**src/rtl/alu_arbiter.sv**
```systemverilog
// alu_arbiter: shares one combinational ALU between two requesters.
// Each requester has a valid/ready request port and a valid/ready response
// port. Round-robin arbitration picks a winner. The winner's operands are
// latched and presented to the ALU for one cycle. ALUOut/NFlag are captured
// and held for the granted requester until it consumes them. The block also
// owns the flag register that feeds the ALU Flag input.
module alu_arbiter #(
   parameter int          WIDTH     = 32,
   parameter logic [31:0] FLAG_INIT = 32'b0
) (
   input  logic             clk,
   input  logic             reset,
   // request port 0
   input  logic             req0_valid,
   output logic             req0_ready,
   input  logic [WIDTH-1:0] req0_x,
   input  logic [WIDTH-1:0] req0_y,
   input  logic [2:0]       req0_op,
   input  logic [5:0]       req0_shamt,
   // request port 1
   input  logic             req1_valid,
   output logic             req1_ready,
   input  logic [WIDTH-1:0] req1_x,
   input  logic [WIDTH-1:0] req1_y,
   input  logic [2:0]       req1_op,
   input  logic [5:0]       req1_shamt,
   // response ports (shared data, per-port valid/ready)
   output logic             rsp0_valid,
   input  logic             rsp0_ready,
   output logic             rsp1_valid,
   input  logic             rsp1_ready,
   output logic [WIDTH-1:0] rsp_out,
   output logic [31:0]      rsp_nflag,
   // ALU drive
   output logic [WIDTH-1:0] alu_x,
   output logic [WIDTH-1:0] alu_y,
   output logic [2:0]       alu_op,
   output logic [5:0]       alu_shamt,
   output logic [31:0]      alu_flag,
   // ALU results (combinational)
   input  logic [WIDTH-1:0] alu_out,
   input  logic [31:0]      alu_nflag
);

   typedef enum logic [1:0] {
      IDLE = 2'd0,
      EXEC = 2'd1,
      RESP = 2'd2
   } state_t;

   state_t           state;
   state_t           state_next;

   logic             last_gnt;   // requester served most recently
   logic             gnt;        // requester owning the current operation
   logic             win;        // arbitration result for this cycle
   logic             any_valid;
   logic             accept;

   logic [WIDTH-1:0] x_q;
   logic [WIDTH-1:0] y_q;
   logic [2:0]       op_q;
   logic [5:0]       shamt_q;
   logic [31:0]      flag_q;

   // Round-robin choice: a lone requester wins; on a tie the requester not
   // served last time wins.
   always_comb begin
      any_valid = req0_valid | req1_valid;
      if (req0_valid && req1_valid) begin
         win = ~last_gnt;
      end else begin
         win = req1_valid;
      end
   end

   // Next-state and handshake outputs; ready is offered only in IDLE.
   always_comb begin
      // NOTE: every output of this block gets a default first, so no path
      // leaves a signal unassigned and no latch is inferred.
      state_next = state;
      req0_ready = 1'b0;
      req1_ready = 1'b0;
      rsp0_valid = 1'b0;
      rsp1_valid = 1'b0;
      accept     = 1'b0;
      case (state)
         IDLE: begin
            req0_ready = req0_valid & ~win;
            req1_ready = req1_valid &  win;
            if (any_valid) begin
               accept     = 1'b1;
               state_next = EXEC;
            end
         end
         EXEC: begin
            state_next = RESP;
         end
         RESP: begin
            rsp0_valid = ~gnt;
            rsp1_valid =  gnt;
            // Only the granted port's ready can retire the response.
            if (gnt ? rsp1_ready : rsp0_ready) begin
               state_next = IDLE;
            end
         end
         default: begin
            state_next = IDLE;
         end
      endcase
   end

   // FSM state register.
   always_ff @(posedge clk or posedge reset) begin
      // NOTE: state registers use non-blocking assignments so every flop
      // samples pre-edge values regardless of block evaluation order.
      if (reset) begin
         state <= IDLE;
      end else begin
         state <= state_next;
      end
   end

   // Latch the winner's operands and record the grant on acceptance.
   always_ff @(posedge clk or posedge reset) begin
      if (reset) begin
         last_gnt <= 1'b1;   // requester 0 wins the first tie
         gnt      <= 1'b0;
         x_q      <= '0;
         y_q      <= '0;
         op_q     <= '0;
         shamt_q  <= '0;
      end else if (accept) begin
         last_gnt <= win;
         gnt      <= win;
         x_q      <= win ? req1_x     : req0_x;
         y_q      <= win ? req1_y     : req0_y;
         op_q     <= win ? req1_op    : req0_op;
         shamt_q  <= win ? req1_shamt : req0_shamt;
      end
   end

   // Capture the ALU result and update the flag register at the end of EXEC.
   always_ff @(posedge clk or posedge reset) begin
      if (reset) begin
         rsp_out   <= '0;
         rsp_nflag <= '0;
         flag_q    <= FLAG_INIT;
      end else if (state == EXEC) begin
         rsp_out   <= alu_out;
         rsp_nflag <= alu_nflag;
         flag_q    <= alu_nflag;
      end
   end

   // The ALU always sees the operand registers; values pass through unchanged.
   always_comb begin
      alu_x     = x_q;
      alu_y     = y_q;
      alu_op    = op_q;
      alu_shamt = shamt_q;
      alu_flag  = flag_q;
   end

endmodule

```
**config.mk**
```make
export PLATFORM = sky130hd
export DESIGN_NAME = alu_arbiter
export DESIGN_NICKNAME = d
export VERILOG_FILES = /design/src/rtl/alu_arbiter.sv
export SDC_FILE = /design/constraint.sdc
export NUM_CORES = 1
export LEC_CHECK = 0
export CORE_AREA = 2 2 151 153
export DETAILED_ROUTE_END_ITERATION = 8
export DIE_AREA = 0 0 153 155
export PLACE_DENSITY = 0.77
export SYNTH_ARGS = -nofsm -noshare
export SYNTH_HDL_FRONTEND = slang
export SYNTH_SLANG_ARGS = --single-unit
```
**constraint.sdc**
```tcl
create_clock -name clk -period 5.92 [get_ports clk]
set_input_delay 0.592 -clock clk [delete_from_list [all_inputs] [get_ports clk]]
set_output_delay 0.592 -clock clk [all_outputs]
set_load 0.05 [all_outputs]
```
## Yosys cells after proc, flatten, opt, wreduce, memory -nomap -nowiden

Cells that the tools add are included.

- Bits of input ports: 216
- Flip-flop bits (word level): 141
- Bits in read-only memories: 0
- Memories: 0
- Bits in writable memories: 0
- Output and inout bits: 173
- Latch bits: 0
- Word-level logic and storage cells: 37

- Add/subtract/negate cells: 0
- Reductions and logical operators: 3
- Div/mod/pow operators: 0
- Eq/ne operators: 4
- Order comparisons: 0
- Bitwise operators: 6
- Shifts and indexed selects: 0
- Multipliers: 0
- Mux-type cells: 15

Operator list:

| operator | number |
|---|---|
| $mux 32 | 2 |
| $mux 1 | 8 |
| $mux 6 | 1 |
| $pmux 2 s3 | 1 |
| $mux 2 | 2 |
| $ne 2x2->1 const B | 2 |
| $mux 3 | 1 |
| $not 1->1 | 3 |
| $and 1x1->1 | 2 |
| $eq 2x1->1 const B | 1 |
| $eq 2x2->1 const B | 1 |
| $logic_not 2->1 | 1 |
| $reduce_and 2->1 | 1 |
| $logic_and 1x1->1 | 1 |
| $or 1x1->1 | 1 |

## Logic depth before layout (Yosys ltp)

- Depth in word-level cells: 5
- Depth in mapped cells: 5
- Mapped depth without buffers: 3

## Least setup slack after synthesis

No wires, ideal clock.

- Kind: input port to output port
- Start: input port req1_valid
- End: output port req1_ready
- Setup slack: 3,145 ps
- Data required time: 5,328 ps
- Arrival: 2,183 ps
- Stages on the path: 4
- Cells stage by stage: a21bo_2 > buf_6 > buf_6 > nor3_1

- Word-level cells in the longest chain between the ends: 4

RTL lines:

| what | RTL line | text |
|---|---|---|
| from (decl) | 21 | `input logic req1_valid,` |
| $logic_and 1x1->1 | 70 | `if (req0_valid && req1_valid) begin` |
| $mux 1 | 70 |  |
| $and 1x1->1 * | 90 | `req1_ready = req1_valid & win;` |
| $mux 1 * | 87 | `case (state)` |
| to (decl) | 22 | `output logic req1_ready,` |

Every way passes the cells marked *; elsewhere a longest branch is shown, timed or not.

## Worst setup path in the final report

Same ends and word-level chain as after synthesis.

==> impl_metrics.env <==
export IMPL_chipWidth_um=153
export IMPL_core_um2=22200
export IMPL_start_kind="primary input"
export IMPL_clock_skew_final_ns=0.0126
export IMPL_wire_per_inst_um=17.3
export IMPL_grt_use_total_pct=15.5
export IMPL_status="completed"
export IMPL_synth_top_area_share_pct=53.3
export IMPL_gp_congestion=0.793
export IMPL_hold_buffers=0
export IMPL_dpl_hpwl_mm=14.0
export IMPL_gr_total_overflow=0
export IMPL_cts_buffers=17
export IMPL_fp_dieArea_um2=23700
export IMPL_p_int_mw=3.90
export IMPL_peakVddDrop_uv=291
export IMPL_p_clk_share_pct=14.2
export IMPL_num_vias=4801
export IMPL_syn_to_final_growth_pct=68.3
export IMPL_ys_seq_area_share_pct=53.7
export IMPL_start_util_pct=29.6
export IMPL_cp_cell_sequence="clkdlybuf4s50_1 -> a21bo_4 -> nor3_1 -> clkdlybuf4s50_1"
export IMPL_critPathTopFamily="buffers and inverters"
export IMPL_crit_cells=4
export IMPL_switching_power_mw=3.65
export IMPL_nNetsFinal=995
export IMPL_fill_cells=1965
export IMPL_first_global_vias=5112
export IMPL_cts_setup_buffers=0
export IMPL_cp_endpoint="req1_ready"
export IMPL_pwr_share_comb_pct=62.3
export IMPL_drt_total_wl_mm=18.7
export IMPL_cp_end_kind="output port"
export IMPL_h_tree_depth=4
export IMPL_dr_pass1_iters=4
export IMPL_post_place_ws_ns=2.65
export IMPL_root_buffer="clkbuf_16"
export IMPL_synthCells=423
export IMPL_cts_sinks=141
export IMPL_synth_area_um2=6570
export IMPL_grt_max_degree=94
export IMPL_fin_crit_ns=3.21
export IMPL_arrival_ns=2.61
export IMPL_cp_common_cell="clkdlybuf4s50_1"
export IMPL_clk_latency_ns=0.41
export IMPL_swShare_pct=48.3
export IMPL_r2r_start="last_gnt"
export IMPL_crit_buf_inv=2
export IMPL_drive_gt1_share_pct=31.8
export IMPL_fmax_mhz=312
export IMPL_numPortBuffers=388
export IMPL_rows=55
export IMPL_rrSetupSlack_ns=3.38
export IMPL_fin_crit_sh_pct=54.2
export IMPL_ys_warnings_count=0
export IMPL_slew_viol_final=0
export IMPL_hold_viol_final=0
export IMPL_drtAntennaViolNets=0
export IMPL_vias_per_cell=4.46
export IMPL_initialDrtViolationCount=134
export IMPL_cts_tree="yes"
export IMPL_ys_types=18
export IMPL_setup_violations=0
export IMPL_path_max_fanout=24
export IMPL_pwr_share_seq_pct=23.5
export IMPL_remaining_drc_errors=0
export IMPL_synth_seq_cells=141
export IMPL_cp_required_ns=5.33
export IMPL_io_pins=389
export IMPL_r2r_cells=4
export IMPL_setup_ws_ns=2.71
export IMPL_antennaDiodeCount=0
export IMPL_antenna_found_initial=0
export IMPL_hp_class="flop to flop"
export IMPL_critical_path_class="primary input to output port"
export IMPL_critPathMaxStageDelay_ns=0.87
export IMPL_syn_nets=639
export IMPL_clk_pin_slew_ns=0.06
export IMPL_die_h_um=155
export IMPL_synthTopCellsByArea="dfrtp_1 (53%), mux2_2 (28%), mux2_4 (11%)"
export IMPL_tightest_slew_ns=0.960
export IMPL_slowest_stage="clkdlybuf4s50_1"
export IMPL_r2r_end="alu_x[28]"
export IMPL_rsz0062_at_grt="no"
export IMPL_syn_avg_cell_area_um2=15.5
export IMPL_power_density_nw_per_um2=683
export IMPL_grt_first_pass_wirelength_mm=28.9
export IMPL_setup_tns_ns=0
export IMPL_crit_start="req1_valid"
export IMPL_maxCapViolations=0
export IMPL_power_leakage_nw=4.57
export IMPL_relSlewSlack_pct=36.0
export IMPL_cts_resized=0
export IMPL_synth_top_cell_by_area="dfrtp_1"
export IMPL_clock_path_buffers=2
export IMPL_fin_util_pct=49.7
power by group through the flow:
stage	logic (mW)	registers [mW]	clock network [mW]
global placement	4.70	1.76	0
CTS	4.74	1.78	1.11
finish	4.70	1.77	1.07
floorplan	1.62	3.44	0
detailed placement	4.73	1.79	0
global route	4.87	1.84	1.16
worst register-to-register path: stages, from the launching register on:
cell and delay, ns:
dfstp_2 0.54, a21bo_4 0.36, buf_4 0.81, mux2_2 0.45
mux2_2 0.27
per-stage QoR:
| stage | area, um2 | hold slack [ns] | power [mW] | std cells |
|---|---|---|---|---|
| floorplan | 6570 | 0.524 | 5.06 | 423 |
| global placement | 10500 | 0.488 | 6.46 | 1045 |
| detailed placement | 10500 | 0.492 | 6.52 | 1045 |
| CTS | 11100 | 0.506 | 7.63 | 1077 |
| global route | 11100 | 0.516 | 7.87 | 1077 |
| finish | 11100 | 0.504 | 7.55 | 1077 |
cells by family after synthesis:
| family | after synthesis | synth area share, % |
|---|---|---|
| muxes | 211 | 38.9 |
| DFF | 141 | 53.7 |
| buffers and inverters | 57 | 6.08 |
| and+or+nand+nor | 8 | 0.590 |
| AOI/OAI and AO/OA | 6 | 0.686 |
layout by cell type (no fill, tap or decap), types with 2 or more instances in the layout:
cell               n
o21ai_0            2
dfrtp_1          140
clkbuf_16         17
mux2_2           163
mux2_4            48
clkdlybuf4s50_1  388
buf_4              4
clkinv_2           2
nor2_1             3
inv_6              6
clkinvlp_4         3
bufinv_16          2
registers in the layout (all words and copies together), names as in the netlist:
register and count:
last_gnt 1, alu_y 32, alu_shamt 6, alu_op 3, alu_flag 32, rsp_out 32, gnt 1, alu_x 32
state 2
synth_stat cells (all sizes together):
cell      n
a21bo     2
and3      1
buf      54
clkbuf    1
dfrtp   140
dfstp     1
inv       2
mux2    211
nand2     1
nand2b    2
nor2      3
nor3      1
o21a      1
o21ai     2
o21bai    1
metal layers:
metal | track usage (%) | vias up | routed length (um)
met4 | 5.64 | 0 | 486
met5 | 0 | - | 0
met1 | 18.3 | 2394 | 7510
met3 | 4.62 | 26 | 1090
li1 | - | 2182 | -
met2 | 26.9 | 199 | 9580
area by class of cell:
cell class | count | area [um2] | share of cell area (%)
timing repair buffer | 392 | 3910 | 35.4
sequential | 141 | 3530 | 31.9
multi-input combinational | 225 | 2660 | 24.0
clock buffer | 18 | 429 | 3.88
tap | 285 | 357 | 3.23
clock inverter | 14 | 156 | 1.41
inverter | 2 | 12.5 | 0.113
how the worst min path moves through the flow:
stage | from | end | slack (ns) | cells after the start
CTS | rsp_out[10] | rsp_out[10] | 0.51 | 1
finish | rsp_out[13] | rsp_out[13] | 0.50 | 1
global placement | rsp_out[24] | rsp_out[24] | 0.49 | 1
detailed placement | rsp_out[10] | rsp_out[10] | 0.49 | 1
global route | rsp_out[10] | rsp_out[10] | 0.52 | 1
floorplan | last_gnt | last_gnt | 0.52 | 1
Note: power is estimated with default switching activity, not from simulation.
==> RTL edit: new RTL, same flow settings <==
Reset style: synchronous (`reset`), changed in 3 clocked blocks.
--- a/src/rtl/alu_arbiter.sv
+++ b/src/rtl/alu_arbiter.sv
@@ -113,3 +113,3 @@
    // FSM state register.
-   always_ff @(posedge clk or posedge reset) begin
+   always_ff @(posedge clk) begin
       // NOTE: state registers use non-blocking assignments so every flop
@@ -124,3 +124,3 @@
    // Latch the winner's operands and record the grant on acceptance.
-   always_ff @(posedge clk or posedge reset) begin
+   always_ff @(posedge clk) begin
       if (reset) begin
@@ -143,3 +143,3 @@
    // Capture the ALU result and update the flag register at the end of EXEC.
-   always_ff @(posedge clk or posedge reset) begin
+   always_ff @(posedge clk) begin
       if (reset) begin
Function: differs if reset is asserted again (counterexample within 4 cycles, from zero or initial values and one cycle with reset high); with reset held inactive, the same outputs for 4 cycles.
==> RTL edit against the unedited design <==
- wire length up 19%
- critical path depth is the same
- sequential cell count unchanged
- area after synthesis down 3.9%
- count of clock-buffer cells in the layout is 1 higher
- design area decreased by 3.8%
- first-iteration DRC count is 98% higher
- setup slack worse by 37 ps
- critical endpoint is now req0_ready
Power is not compared: it rests on default switching activity, and its combinational part moved more than twofold at a synthesized area within 25%.
==> RTL edit: results (changes against the unedited design) <==
crit_end: "req0_ready"
nets: 1276  # +28%
grt_pass1_vias: 6301  # +23%
ff2ff_setup_slack_ps: 3290  # -90 ps
ys_seq_area_frac: 0.447  # -0.0901
grt.met3_usage: 0.0560  # +0.00975
tightest_slew_ps: 950  # -10.2 ps
ys_types: 26  # +8
synth_area_leaders: "dfxtp_1, nand2_1, a311oi_2"
synth_nets: 963  # +51%
dpl.hpwl_mm: 15.2  # +8.7%
r2r-end: "alu_y[21]$_SDFFE_PP0P_"
drt_iter0_drc: 265  # +98%
skew_ps: 10.5  # -2.14 ps
min_to: "rsp_out[14]$_SDFFE_PP0N_"
layout-drive-gt1-share: 0.0997  # -0.218
arrival_ps: 2650  # +40 ps
finalCritPeriodShare: 0.548  # +0.00626
met2_usage: 0.311  # +0.0421
via_per_inst: 4.82  # +8.2%
gr-usage-met1: 0.211  # +0.0281
hold_path_depth: 2  # +1
clockBufferDepth: 2  # unchanged
grt.total_usage: 0.179  # +0.0233
async_reset_ff_frac: 0  # -1.00
synthTopCellsByCount: "nand2_1, dfxtp_1, a21oi_1, a311oi_2, buf_2"
hp-start: "rsp_out[14]$_SDFFE_PP0N_"
grt_pass1_wl_mm: 34.3  # +18%
crit_path_start: "state[1]$_SDFFE_PP0P_"
place_ws_ps: 2800  # +158 ps
grt_max_degree: 77  # -18%
wl_per_cell_microns: 16.3  # -5.7%
syn_area_per_cell_sq_um: 8.45  # -46%
place_area_sq_mm: 0.0100  # -4.3%
whs_ps: 454  # -50.3 ps
gp_congestion: 0.746  # -5.9%
status: "complete, no violations"
## RTL edit: cell count changes after synthesis, moves of 4 or more
| cell | before | now |
|---|---|---|
| a311oi_2 | 0 | 59 |
| a21oi_1 | 0 | 138 |
| buf_2 | 16 | 39 |
| buf_4 | 32 | 36 |
| dfxtp_1 | 0 | 141 |
| mux2_4 | 48 | 0 |
| clkbuf_1 | 1 | 19 |
| a311oi_1 | 0 | 14 |
| mux2_2 | 163 | 0 |
| dfrtp_1 | 140 | 0 |
| nand2_1 | 1 | 275 |
## RTL edit: power groups by stage
stage	sequential (mW)	clock, mW	combinational, mW
floorplan	1.43	0	0.393
CTS	1.10	1.17	1.11
finish	1.10	1.14	1.10
global placement	1.12	0	1.10
detailed placement	1.12	0	1.10
global route	1.11	1.21	1.16
## RTL edit: cell type report
type,instances,area (sq um)
Fill cell,2089,11600
Timing Repair Buffer,396,3950
Multi-Input combinational cell,504,2890
Sequential cell,141,2820
Clock buffer,19,443
Tap cell,285,357
Clock inverter,13,178
## RTL edit: logic make-up (layout without fill, tap and decap cells)
group	after synthesis	after routing	synth area share
flops	141	141	0.447
compound gates	216	216	0.277
simple gates	287	287	0.176
buf+inv	102	428	0.0981
mux	1	1	0.00159
## RTL edit: critical path, cell delays in order (launching register included)
cell and delay [ps]:
dfxtp_1 390, nor2_4 560, nand2_1 170, nor2_1 250, clkdlybuf4s50_1 850
## RTL edit: metal layers
metal  part of all wire  wire [microns]
met1               0.41            9020
met2               0.50           11100
met3              0.078            1740
met4              0.014             313
met5                  0               0
